--- src/rtl/jk_excitation_driver_if.sv ---
// rtl/jk_excitation_driver_if.sv - target-word handshake between sequencer and JK excitation driver
interface jk_excitation_driver_if #(
    parameter int WIDTH = 4
);
    logic             tgt_valid;
    logic             tgt_ready;
    logic [WIDTH-1:0] tgt_data;

    modport master (
        output tgt_valid,
        output tgt_data,
        input  tgt_ready
    );

    modport slave (
        input  tgt_valid,
        input  tgt_data,
        output tgt_ready
    );
endinterface

--- src/rtl/jk_excitation_driver.sv ---
// rtl/jk_excitation_driver.sv - drives J/K excitation into a JK bank, verifies Q, retries or flags error
module jk_excitation_driver #(
    parameter int WIDTH         = 4,
    parameter int SETTLE_CYC    = 1,
    parameter int MAX_RETRY     = 2,
    parameter int PREFER_TOGGLE = 0
) (
    input  logic                   clk,
    input  logic                   rst_n,
    jk_excitation_driver_if.slave  tgt,
    input  logic [WIDTH-1:0]       q_fb,
    output logic [WIDTH-1:0]       j,
    output logic [WIDTH-1:0]       k,
    output logic                   done,
    output logic                   err,
    output logic [WIDTH-1:0]       mismatch_mask,
    output logic [7:0]             ok_cnt
);
    localparam int CW = $clog2(SETTLE_CYC + 1);

    typedef enum logic [1:0] {IDLE, DRIVE, WAIT, CHECK} state_t;

    state_t           state;
    logic [WIDTH-1:0] target;
    logic [CW-1:0]    settle;
    logic [3:0]       retry;
    logic [WIDTH-1:0] set_bits;
    logic [WIDTH-1:0] clr_bits;
    logic [WIDTH-1:0] j_next;
    logic [WIDTH-1:0] k_next;

    // Bits needing 0->1 or 1->0; toggle mode drives the opposite input as well.
    assign set_bits = ~q_fb & target;
    assign clr_bits = q_fb & ~target;
    assign j_next   = set_bits | ((PREFER_TOGGLE != 0) ? clr_bits : '0);
    assign k_next   = clr_bits | ((PREFER_TOGGLE != 0) ? set_bits : '0);

    assign tgt.tgt_ready = (state == IDLE);

    always_ff @(posedge clk or negedge rst_n) begin
        if (!rst_n) begin
            state         <= IDLE;
            target        <= '0;
            settle        <= '0;
            retry         <= '0;
            j             <= '0;
            k             <= '0;
            done          <= 1'b0;
            err           <= 1'b0;
            mismatch_mask <= '0;
            ok_cnt        <= '0;
        end else begin
            // Excitation and status are single-cycle pulses; hold code is the default.
            j    <= '0;
            k    <= '0;
            done <= 1'b0;
            err  <= 1'b0;
            case (state)
                IDLE: begin
                    if (tgt.tgt_valid) begin
                        target        <= tgt.tgt_data;
                        mismatch_mask <= '0;
                        retry         <= '0;
                        state         <= DRIVE;
                    end
                end
                DRIVE: begin
                    j      <= j_next;
                    k      <= k_next;
                    settle <= CW'(SETTLE_CYC);
                    state  <= WAIT;
                end
                WAIT: begin
                    settle <= settle - CW'(1);
                    if (settle == CW'(1)) begin
                        state <= CHECK;
                    end
                end
                CHECK: begin
                    if (q_fb == target) begin
                        done   <= 1'b1;
                        ok_cnt <= ok_cnt + 8'd1;
                        state  <= IDLE;
                    end else if (retry != 4'(MAX_RETRY)) begin
                        retry <= retry + 4'd1;
                        state <= DRIVE;
                    end else begin
                        err           <= 1'b1;
                        mismatch_mask <= q_fb ^ target;
                        state         <= IDLE;
                    end
                end
                default: state <= IDLE;
            endcase
        end
    end
endmodule
--- src/flat_wrapper.sv ---
// flat-port wrapper written by rule: the top's interface ports become plain ports
module jk_excitation_driver_flat 
#(
    parameter int WIDTH         = 4,
    parameter int SETTLE_CYC    = 1,
    parameter int MAX_RETRY     = 2,
    parameter int PREFER_TOGGLE = 0
)
  (clk, rst_n, q_fb, j, k, done, err, mismatch_mask, ok_cnt, tgt_tgt_valid, tgt_tgt_data, tgt_tgt_ready);
  jk_excitation_driver_if #(.WIDTH(WIDTH)) tgt_i ();
  input  logic clk;
  input  logic rst_n;
  input  logic [WIDTH-1:0] q_fb;
  output logic [WIDTH-1:0] j;
  output logic [WIDTH-1:0] k;
  output logic done;
  output logic err;
  output logic [WIDTH-1:0] mismatch_mask;
  output logic [7:0] ok_cnt;
  input wire logic [$bits(tgt_i.tgt_valid)-1:0] tgt_tgt_valid;
  input wire logic [$bits(tgt_i.tgt_data)-1:0] tgt_tgt_data;
  output wire logic [$bits(tgt_i.tgt_ready)-1:0] tgt_tgt_ready;
  assign tgt_i.tgt_valid = tgt_tgt_valid;
  assign tgt_i.tgt_data = tgt_tgt_data;
  assign tgt_tgt_ready = tgt_i.tgt_ready;
  jk_excitation_driver #(.WIDTH(WIDTH), .SETTLE_CYC(SETTLE_CYC), .MAX_RETRY(MAX_RETRY), .PREFER_TOGGLE(PREFER_TOGGLE)) u_core (.clk(clk), .rst_n(rst_n), .tgt(tgt_i), .q_fb(q_fb), .j(j), .k(k), .done(done), .err(err), .mismatch_mask(mismatch_mask), .ok_cnt(ok_cnt));
endmodule
--- config.mk ---
export PLATFORM = sky130hd
export DESIGN_NAME = jk_excitation_driver_flat
export DESIGN_NICKNAME = d
export VERILOG_FILES = /design/src/rtl/jk_excitation_driver_if.sv /design/src/rtl/jk_excitation_driver.sv /design/src/flat_wrapper.sv
export SDC_FILE = /design/constraint.sdc
export NUM_CORES = 1
export LEC_CHECK = 0
export CAP_MARGIN = 20
export CORE_MARGIN = 3
export CORE_UTILIZATION = 54
export DETAILED_ROUTE_END_ITERATION = 7
export PLACE_DENSITY = 0.81
export SYNTH_ARGS = -nofsm -noshare
export SYNTH_HDL_FRONTEND = slang
export SYNTH_SLANG_ARGS = --single-unit
export TNS_END_PERCENT = 100
--- constraint.sdc ---
create_clock -name clk -period 3.8 [get_ports clk]
set_input_delay 0.57 -clock clk [delete_from_list [all_inputs] [get_ports clk]]
set_output_delay 0.57 -clock clk [all_outputs]
set_load 0.005 [all_outputs]
==> results.cfg, run 1 <==
[logic_synthesis]
syn_area_per_cell_um2 = 11.5
syn_inst = 140
syn_nets = 166
ys_ff_latch = 33
syn_area_mm2 = 0.00161
yosysSeqAreaShare_pct = 51.4
synth_warnings = 0
yosysUniqueCellTypes = 33

[cells_and_area]
layout.nets = 204
stdcell_count = 210
antennaDiodeCount = 0
drive_gt1_share_pct = 8.38
syn2layout_area_growth_pct = 27.5

[pwr]
p_int_w = 0.000896
power.leakage_nw = 0.986
powerDensity_mw_per_mm2 = 658
p_comb_share_pct = 40.1
ir_drop_mv = 0.509
swShare_pct = 33.5
p_switching_w = 0.000452
p_clk_share_pct = 20.5
seqPwrFrac_pct = 39.4

[floorplan]
core_mm2 = 0.00281
die_w_um = 60.5
die_h_um = 60.5
start_util_pct = 57.2
pin_count = 34
die_area_mm2 = 0.00366
rows = 19

[critical_path]
crit_type = reg2out
crit_start = u_core.state[0]
crit-reg2reg-launch = u_core.state[0]
crit_path_start_kind = flop
cp_cell_sequence = inv_1, ha_1, clkdlybuf4s50_1
crit_required_ns = 3.23
cp_slowest_cell = clkdlybuf4s50_1
r2r_slack_ns = 1.63
ff2ff_path_depth = 6
r2r_end = u_core.mismatch_mask[0]
cp-end-kind = output pin
crit_fanout = 5
arrival_ns = 1.69
max_stage_delay_ns = 0.55

[clocking]
clkSinkCount = 33
clk_pin_slew_ns = 0.11
post-cts-setup-buffer-count = 0
clock_latency_ns = 0.34
tritoncts = yes
postCtsResizedCells = 0
cts_hold_buf = 0
cts_buffers = 5
clockBufferDepth = 2
clockRootBuffer = clkbuf_4
cts_max_level = 2

[sta]
slew-limit-headroom_pct = 43.9
rsz0062_at_grt = false
finalCritPeriodShare_pct = 59.4
hold_viol = 0
finClkSkew_ns = 0.0141
worstMarginPinSlew_ns = 0.819
setup_viol = 0
fmax_mhz = 443
min_period_ns = 2.26
setup_tns_ns = 0
slew_violations = 0

[placement]
dpl.cell_count = 202
globalplace.congestion = 0.783
port_buffers = 33
dp_hpwl_mm = 2.22

[routing]
initialDrtViolationCount = 34
ant_nets = 0
via_per_inst = 5.43
drc = 0
first_pass_iters = 4
drt_wl_total_mm = 2.97
wire_per_inst_um = 14.2
vias = 1141

[global_route]
grtUsageTotal_pct = 18.6
first_global_vias = 1143
antenna_found_initial = 0
gr-total-overflow = 0
grt_pass1_wl_mm = 4.99
grt_max_degree = 34

[hold_path]
hold_path_startpoint = u_core.ok_cnt[7]
hp-class = reg2reg
whs_path_depth = 1
hold_end = u_core.ok_cnt[7]

[outcome]
outcome = complete, no violations

[job]
maxCapViolCount = 0
## cell usage after synthesis (all sizes together)
library cell  instances  area share [%]
o21ai                 7             2.2
clkbuf                1            0.23
a22o                  6             3.3
or3b                  1            0.55
nor3b                 1            0.47
nand4                 1            0.39
a41oi                 1            0.55
o21a                  1            0.47
nand2                 9             2.1
nand3                 7             2.2
buf                   2             1.0
a21oi                 2            0.62
or4                   1            0.47
o41ai                 1            0.55
nor2                  1            0.23
o2bb2ai               4             2.2
mux2                  6             4.2
inv                  13             3.0
o31ai                 1            0.47
xnor2                 4             2.2
or3                   1            0.39
xor2                  3             1.6
and2                  8             3.1
and3                  3             1.2
and4                  1            0.70
mux2i                 1            0.62
nor3                  2            0.62
dfrtp                33              51
nand2b                2            0.78
ha                   15              12
a21boi                1            0.47
## registers in the layout, summed over array words and instances (netlist names)
register and cells:
u_core.j 4, u_core.settle 1, u_core.mismatch_mask 4, u_core.err 1
u_core.k 4, u_core.ok_cnt 8, u_core.done 1, u_core.target 4
u_core.state 2, u_core.retry 4
## layout make-up
cell class,count,area (um^2)
clock buffer,7,55.1
clock inverter,1,30.0
fill,201,758
inverter,13,48.8
multi-input combinational,91,711
sequential,33,826
tap,31,38.8
timing repair buffer,34,338
## critical path, delay by kind of cell (launching register included)
kind                       cells  cell delay [ns]
DFF                            1             0.44
adders and majority gates      1             0.26
buffers and inverters          2             0.66
## cells by family (layout without fill, tap and decap cells)
kind of cell             count (synthesis)  in the layout  synth area share [%]
AND/OR/NAND/NOR                         38             38                  13.2
flip-flops                              33             33                  51.4
AO/OA/AOI/OAI                           24             24                  10.8
buffers and inverters                   16             55                  4.29
adder cells (fa/ha/maj)                 15             15                  11.7
XOR/XNOR                                 7              7                  3.82
multiplexers                             7              7                  4.83
## through the flow
stage                     util (%)  hold WS (ns)  instance area (um^2)  power [W]  setup slack (ns)
after global placement        69.9         0.455                  1960    0.00105              1.42
after global routing          73.0         0.514                  2050    0.00145              1.42
after floorplan                  -         0.274                  1610   0.000864              1.87
after detailed placement      69.9         0.466                  1960    0.00108              1.36
final                         73.0         0.481                  2050    0.00135              1.54
after CTS                     73.0         0.485                  2050    0.00136              1.54
## how the worst max path moves through the flow
stage	end	slack [ns]	cells past startpoint
floorplan	u_core.retry[3]	1.87	7
global placement	u_core.retry[3]	1.42	7
detailed placement	u_core.ok_cnt[6]	1.36	7
CTS	tgt_tgt_ready	1.54	3
global route	u_core.mismatch_mask[3]	1.42	6
finish	tgt_tgt_ready	1.54	3
## power by group through the flow
stage	clock network (W)	registers, W	logic [W]
after floorplan	0	0.000529	0.000336
after global placement	0	0.000533	0.000517
after detailed placement	0	0.000538	0.000544
after CTS	0.000279	0.000531	0.000548
after global routing	0.000294	0.000548	0.000605
final	0.000276	0.000531	0.000541
## placed cells by master (no fill, tap or decap)
cell             netlist  layout
and2_1                 8       8
nand3_1                7       7
clkbuf_4               0       5
and4_4                 1       1
or3b_1                 1       1
mux2i_1                1       1
o2bb2ai_1              4       4
or4_1                  1       1
nand2_1                9       9
nor2_1                 1       1
a22o_1                 6       6
nand4_1                1       1
nor3_1                 2       2
or3_1                  1       1
xor2_1                 3       3
nor3b_1                1       1
o21ai_0                6       6
clkdlybuf4s50_1        0      33
o21ai_1                1       1
dfrtp_1               33      33
o21a_1                 1       1
a41oi_1                1       1
ha_1                  15      15
xnor2_1                4       4
and3_1                 3       3
mux2_2                 6       6
clkbuf_1               1       1
a21oi_1                2       2
buf_4                  0       1
nand2b_1               2       2
clkbuf_8               0       1
inv_1                 13      13
o31ai_1                1       1
a21boi_0               1       1
o41ai_1                1       1
bufinv_16              0       1
## routing by layer
layer / GRT usage [%] / share of wire (%) / vias to the layer above
met4: 7.43 / 1.5 / 0
met3: 4.89 / 5.3 / 5
met2: 31.8 / 49 / 36
li1: - / - / 558
met5: 0 / 0 / -
met1: 22.4 / 44 / 542
Power figures use the tool's default switching activity.
==> run 2, diff against run 1 <==
CORE_UTILIZATION = 50   (was 54)
PLACE_DENSITY = 0.76   (was 0.81)
clock period = 2.1 ns   (was 3.8 ns; I/O delays follow)
==> run 2 against run 1 <==
Compared with the run above:
- critical path type is now reg2reg
- non-clock buffer count increased by 6
- largest power group unchanged
- combinational power rose by 92%
- via count is 3.9% higher
- critical path depth grew 3
- sequential share of layout area down 0.54 points
==> results.cfg, run 2 (same netlist as run 1, synthesis figures left out) <==
[routing]
drt_wl_total_mm = 3.25
initialDrtViolationCount = 70
wire_per_inst_um = 14.3
drc = 0
ant_nets = 0
vias = 1185
via_per_inst = 5.22
first_pass_iters = 4

[pwr]
power.leakage_nw = 0.999
ir_drop_mv = 0.807
powerDensity_mw_per_mm2 = 1130
power_w = 0.00235

[floorplan]
pin_count = 34
die_area_mm2 = 0.00393
die_w_um = 62.7
rows = 19
core_mm2 = 0.00290
die_h_um = 62.7
start_util_pct = 55.3

[clocking]
cts_buffers = 5
clk_pin_slew_ns = 0.10
clkSinkCount = 33
tritoncts = yes
postCtsResizedCells = 0
clockBufferDepth = 2
clock_latency_ns = 0.33
cts_max_level = 2
post-cts-setup-buffer-count = 0
cts_hold_buf = 0
clockRootBuffer = clkbuf_4

[cells_and_area]
finalCoreUtilization_pct = 71.5
regMostFlops = u_core.ok_cnt
final_cell_mix = 33 x clkdlybuf4s50_1, 33 x dfrtp_1, 14 x ha_1
drive_gt1_share_pct = 11.9
layout.nets = 210
fill_cells = 242
seqCellArea_um2 = 826
syn2layout_area_growth_pct = 29.2
antennaDiodeCount = 0
largest_reg_flops = 8
multi_input_area_um2 = 713
stdcell_count = 227

[global_route]
first_global_vias = 1239
grt_max_degree = 34
antenna_found_initial = 0
grtUsageTotal_pct = 18.6
grt_pass1_wl_mm = 5.84
gr-total-overflow = 0

[placement]
globalplace.congestion = 0.844
dpl.cell_count = 219
port_buffers = 33
dp_hpwl_mm = 2.41

[sta]
min_period_ns = 1.94
slew-limit-headroom_pct = 57.6
slew_violations = 0
hold_viol = 0
worstMarginPinSlew_ns = 0.635
setup_viol = 0
rsz0062_at_grt = false
whs_ns = 0.377
setup_tns_ns = 0
finClkSkew_ns = 0.0103
finalCritPeriodShare_pct = 92.4
fmax_mhz = 516

[critical_path]
crit-reg2reg-launch = u_core.retry[0]
crit_fanout = 5
arrival_ns = 2.15
ff2ff_path_depth = 6
cp-end-kind = flop
crit_required_ns = 2.31
r2r_end = u_core.mismatch_mask[1]
crit_path_start_kind = flop
crit_type = reg2reg
r2r_slack_ns = 0.16

[outcome]
outcome = complete, no violations

[job]
maxCapViolCount = 0

[hold_path]
hp-class = in2async
run 2: layout make-up:
| type | count | area share [%] |
|---|---|---|
| clock buffer | 6 | 1.99 |
| tap | 42 | 2.53 |
| timing repair buffer | 40 | 18.5 |
| multi-input combinational | 91 | 34.4 |
| sequential | 33 | 39.8 |
| inverter | 13 | 2.35 |
| clock inverter | 2 | 0.483 |
run 2: metrics by stage:
stage | setup slack, ns | cell area (um^2)
after global placement | -0.0286 | 2020
after global routing | 0.0221 | 2070
after CTS | 0.124 | 2070
after floorplan | 0.406 | 1610
after detailed placement | -0.0997 | 2020
final | 0.160 | 2070
run 2: layer usage:
metal  part of all wire, %  vias up  global-route usage, %
li1                      -      571                      -
met1                    43      580                   22.3
met2                    51       31                   33.7
met3                   5.2        3                   4.32
met4                  0.46        0                   4.13
met5                     0        -                      0
run 2: where the power goes:
group / internal (W) / switching, W
logic: 0.000568 / 0.000476
registers: 0.000816 / 0.000151
clock network: 0.000127 / 0.000209
total: 0.00151 / 0.000835
run 2: worst max-delay path by stage:
stage                                start                       to  slack, ns  cells past startpoint
after floorplan           u_core.target[2]          u_core.retry[3]       0.41                      6
after global placement             q_fb[2]          u_core.retry[3]      -0.03                      7
after detailed placement           q_fb[1]          u_core.retry[3]       -0.1                      7
after CTS                  u_core.state[1]            tgt_tgt_ready       0.12                      3
after global routing       u_core.retry[0]  u_core.mismatch_mask[3]       0.02                      6
final                      u_core.retry[0]  u_core.mismatch_mask[1]       0.16                      6
run 2: critical path: stages, from the launching register on:
cell       delay, ns
dfrtp_1         0.43
inv_1           0.10
ha_1            0.17
nor3b_1         0.54
nand2_1         0.22
o2bb2ai_1       0.18
a22o_1          0.19
